`src/rtl/instruction_fetch.sv`:
```
// Instruction-fetch stage: PC register, imem address, and the IF/ID pipeline register.
// The update priority on each edge is reset, then branch redirect, then the stall controls.
module instruction_fetch #(
    parameter logic [31:0] RESET_PC  = 32'h0000_0000,
    parameter int          PC_STEP   = 4,
    parameter logic [31:0] NOP_INSTR = 32'h0000_0013
) (
    input  logic        clock,
    input  logic        reset,
    input  logic        pc_load,
    input  logic        if_id_load,
    input  logic        branch_taken,
    input  logic [31:0] branch_target,
    input  logic [31:0] imem_data,
    output logic [31:0] imem_addr,
    output logic [31:0] instruction,
    output logic [31:0] pc_out,
    output logic        valid_out,
    output logic [31:0] fetch_count
);

    localparam logic [31:0] PC_INC = PC_STEP[31:0];

    logic [31:0] r_pc;
    logic [31:0] r_instr;
    logic [31:0] r_pc_out;
    logic        r_valid;
    logic [31:0] r_count;

    logic [31:0] w_redirect_pc;
    logic [31:0] w_pc_inc;

    // With word-sized steps the low address bits of a target are meaningless, so force alignment.
    generate
        if (PC_STEP == 4) begin : g_align
            assign w_redirect_pc = {branch_target[31:2], 2'b00};
        end else begin : g_raw
            assign w_redirect_pc = branch_target;
        end
    endgenerate

    assign w_pc_inc = r_pc + PC_INC;

    always_ff @(posedge clock) begin
        if (reset) begin
            r_pc     <= RESET_PC;
            r_instr  <= NOP_INSTR;
            r_pc_out <= 32'h0;
            r_valid  <= 1'b0;
            r_count  <= 32'h0;
        end else if (branch_taken) begin
            // Redirect beats a stall so a resolved branch is never dropped.
            r_pc     <= w_redirect_pc;
            r_instr  <= NOP_INSTR;
            r_pc_out <= r_pc;
            r_valid  <= 1'b0;
        end else begin
            if (pc_load) begin
                r_pc <= w_pc_inc;
            end
            if (if_id_load) begin
                r_instr  <= imem_data;
                r_pc_out <= r_pc;
                r_valid  <= 1'b1;
                r_count  <= r_count + 32'd1;
            end
        end
    end

    assign imem_addr   = r_pc;
    assign instruction = r_instr;
    assign pc_out      = r_pc_out;
    assign valid_out   = r_valid;
    assign fetch_count = r_count;

endmodule

```
`config.mk`:
```
export PLATFORM = sky130hd
export DESIGN_NAME = instruction_fetch
export DESIGN_NICKNAME = d
export VERILOG_FILES = /design/src/rtl/instruction_fetch.sv
export SDC_FILE = /design/constraint.sdc
export NUM_CORES = 1
export LEC_CHECK = 0
export ABC_AREA = 1
export ABC_CLOCK_PERIOD_IN_PS = 1400
export CAP_MARGIN = 40
export CORE_MARGIN = 1.5
export CORE_UTILIZATION = 42
export CTS_CLUSTER_DIAMETER = 100
export DETAILED_ROUTE_END_ITERATION = 6
export PLACE_DENSITY = 0.87
export RECOVER_POWER = 100
export SLEW_MARGIN = 10
export SYNTH_ARGS = -nofsm -noshare
export SYNTH_HDL_FRONTEND = slang
export SYNTH_SLANG_ARGS = --single-unit
```
`constraint.sdc`:
```
create_clock -name clock -period 1.4 [get_ports clock]
set_input_delay 0.14 -clock clock [delete_from_list [all_inputs] [get_ports clock]]
set_output_delay 0.14 -clock clock [all_outputs]
set_load 0.005 [all_outputs]
```
==> run metrics <==
pwr/cell area 897.0 nW/um2; run status finished, violations left; Max FO, Critical Path 4; Slew Limit Headroom 59.93%; Nets 1243; switching share of total power 24.61%; met2 wire len 10490 um; clock share of power 44.9%; most common cell after layout, fill and taps aside nand2_1; mapped cell area 5972 um2; clk_skew 0.008938 ns; area delta synth->final 67.65%; CTS tree done; Post-Route WL 22170 um; Sequential Power Share 42.3%; clock root cell clkbuf_16; P_leak 4.718 nW; gpl congestion 1.002; Yosys cell types 38; post-synthesis mux area share 0%; TritonRoute pass-1 iters 5; Arrival @ worst endpoint 1.83 ns; violated checks negative setup slack; core region area 13880 um2; Worst Hold Class in2reg; global route overflow 0; Starting DRT DRC Count 564; Sw Pwr 0.002210 W; Core Util, Final 72.13%; M1 wire length 8391 um; Reg2Reg Setup Slack -0.10 ns; DIE AREA 14940 um2; Post-synth EDFFs 0; area share of fa/ha/maj cells after synthesis 0.4190%; WHS 0.2567 ns; detailed-route via count 7304; Die Ht 122.2 um; DRC Markers 0; wire length on met3 2190 um; final slew viol count 0; crit share post-route 107.2%; Seq/Total Area, Yosys 41.90%; critical path endpoint category flop; Die Wd 122.2 um; clk buf depth 2; H-tree depth 4; Async S/R FF share, synth 0%; Mapped Cells 865; R2R Path Start imem_addr[3]$_SDFFE_PP0P_; most frequent cells in the layout 193 x nand2_1, 121 x buf_4, 100 x dlygate4sd2_1; # rows 43; number of CTS-inserted buffers 17; synth warn 0; hold worst-path end instruction[16]$_SDFFE_PP0P_; syn avg cell area 6.904 um2; worst reg2reg path depth 9; Worst EP required 1.73 ns; Clock Latency Late Sink 0.42 ns; Max Clock Freq 666.4 MHz; Initial Utilization 43.02%; post-synthesis simple-gate area fraction 33.54%; Primary FF master, synth dfxtp_1; first-pass GRT wire length 31920 um; largest net degree at the start of global routing 38; complex-gate fraction of the synthesized area 14.85%; largest family of logic cells by synthesized area simple AND/OR/NAND/NOR gates; clock transition at the registers of the reported paths 0.05 ns; element type at the critical path start flop; critical hold path startpoint if_id_load; antenna viol nets, final 0; unrepaired setup endpoints after global routing yes; top sig layer met4; max_cap viols 0; CTS Sinks 125; vias in the first global route 6843; post-route setup slack -0.1006 ns; Overall Global Routing Usage 27.26%; WS Path Type reg2reg; num ports 198; share of cells above drive strength 1 30.03%; Synth Area in XOR/XNOR 1.907%; Port-buffer cells 191; worst vdd ir 0.8588 mV; P_int 0.006771 W; vias per cell 5.363; Non-Filler Instances 1362; ant diodes 0; DR WL/cell 16.27 um; Placed Instances 1297; R2R Path End imem_addr[25]$_SDFFE_PP0P_; Final Hold Fails 0; initial antenna violation count 0; Detail Placement HPWL 14470 um; flops & latches, synth 125; minimum clock period 1.501 ns; Setup violations, final 19; Worst-Margin Slew 0.6011 ns; Comb power frac 12.8%; Worst Hold Depth 4
[layout make-up]
type                       instances  area [um2]
multi-input combinational        639        3475
inverter                          66       255.2
tap                              180       225.2
clock buffer                      21       460.4
fill                             963        3869
sequential                       125        2621
clock inverter                     8       70.07
timing repair buffer             323        2905
[worst max-delay path: stages (launching register included)]
cell     delay, ns
dfxtp_4       0.36
buf_6         0.11
inv_4         0.04
nor2_4        0.14
nand2_4       0.11
nor2_4        0.22
nand2_2       0.11
nand2_2       0.10
nand3_2       0.06
a21oi_1       0.16
[synthesized netlist by cell type (7+ instances only)]
library cell    n  area share (%)
nand3_1        53             4.4
inv_1          61             3.8
nor2_4          9             1.7
nor2_2         15             1.6
o21ai_0        45             3.8
xor2_1         10             1.5
nor2_1        118             7.4
nand2_2         7            0.73
clkbuf_1       16             1.0
nand2_1       233              15
dfxtp_1       125              42
a21oi_1        83             7.0
buf_2          14             1.2
a22oi_1        20             2.5
[state kept, by name, summed over array words and instances (netlist names)]
| register | cells |
|---|---|
| fetch_count | 32 |
| imem_addr | 30 |
| instruction | 32 |
| pc_out | 30 |
| valid_out | 1 |
[timing repair]
action	4_1_cts	5_1_grt
setup endpoints to repair	139	66
cloned	0	0
hold buffers	0	0
buffers inserted	22	15
pin swaps	27	54
gates resized for setup	210	131
[power by group through the flow]
stage | Clock, W | Sequential [W] | Combinational (W)
after floorplan | 0 | 0.00390 | 0.000396
after global placement | 0 | 0.00388 | 0.00112
after detailed placement | 0 | 0.00388 | 0.00115
after CTS | 0.00406 | 0.00380 | 0.00111
after global routing | 0.00422 | 0.00381 | 0.00124
final | 0.00403 | 0.00380 | 0.00115
[worst max-delay path by stage]
| stage | cells after the start | start | end |
|---|---|---|---|
| 2_1_floorplan | 8 | fetch_count[1]$_SDFFE_PP0P_ | fetch_count[16]$_SDFFE_PP0P_ |
| 3_3_place_gp | 11 | branch_taken | fetch_count[24]$_SDFFE_PP0P_ |
| 3_5_place_dp | 11 | branch_taken | fetch_count[24]$_SDFFE_PP0P_ |
| 4_1_cts | 8 | fetch_count[1]$_SDFFE_PP0P_ | fetch_count[19]$_SDFFE_PP0P_ |
| 5_1_grt | 8 | fetch_count[10]$_SDFFE_PP0P_ | fetch_count[25]$_SDFFE_PP0P_ |
| 6_report | 9 | imem_addr[3]$_SDFFE_PP0P_ | imem_addr[25]$_SDFFE_PP0P_ |
[logic make-up after synthesis]
logic type	after synthesis
compound gates	163
flops	125
simple gates	457
fa+ha+maj	2
buf+inv	104
other cells	1
xor+xnor	13
[metrics by stage]
stage | setup slack, ns | cell area, um2 | total power (W) | setup TNS (ns)
4_1_cts | -0.02078 | 9510 | 0.008970 | -0.05015
2_1_floorplan | -0.003491 | 5989 | 0.004294 | -0.003491
5_1_grt | -0.1744 | 10010 | 0.009281 | -3.225
3_5_place_dp | -0.3290 | 8736 | 0.005028 | -17.30
3_3_place_gp | -0.2733 | 8736 | 0.005000 | -14.24
6_report | -0.1006 | 10010 | 0.008981 | -0.8655
[metal layers]
layer | up-vias | track usage (%)
met5 | - | 0
met4 | 0 | 13.37
met1 | 3359 | 31.34
met3 | 95 | 8.086
met2 | 438 | 46.16
li1 | 3412 | -
No activity file was read; power rests on OpenSTA's default activity.
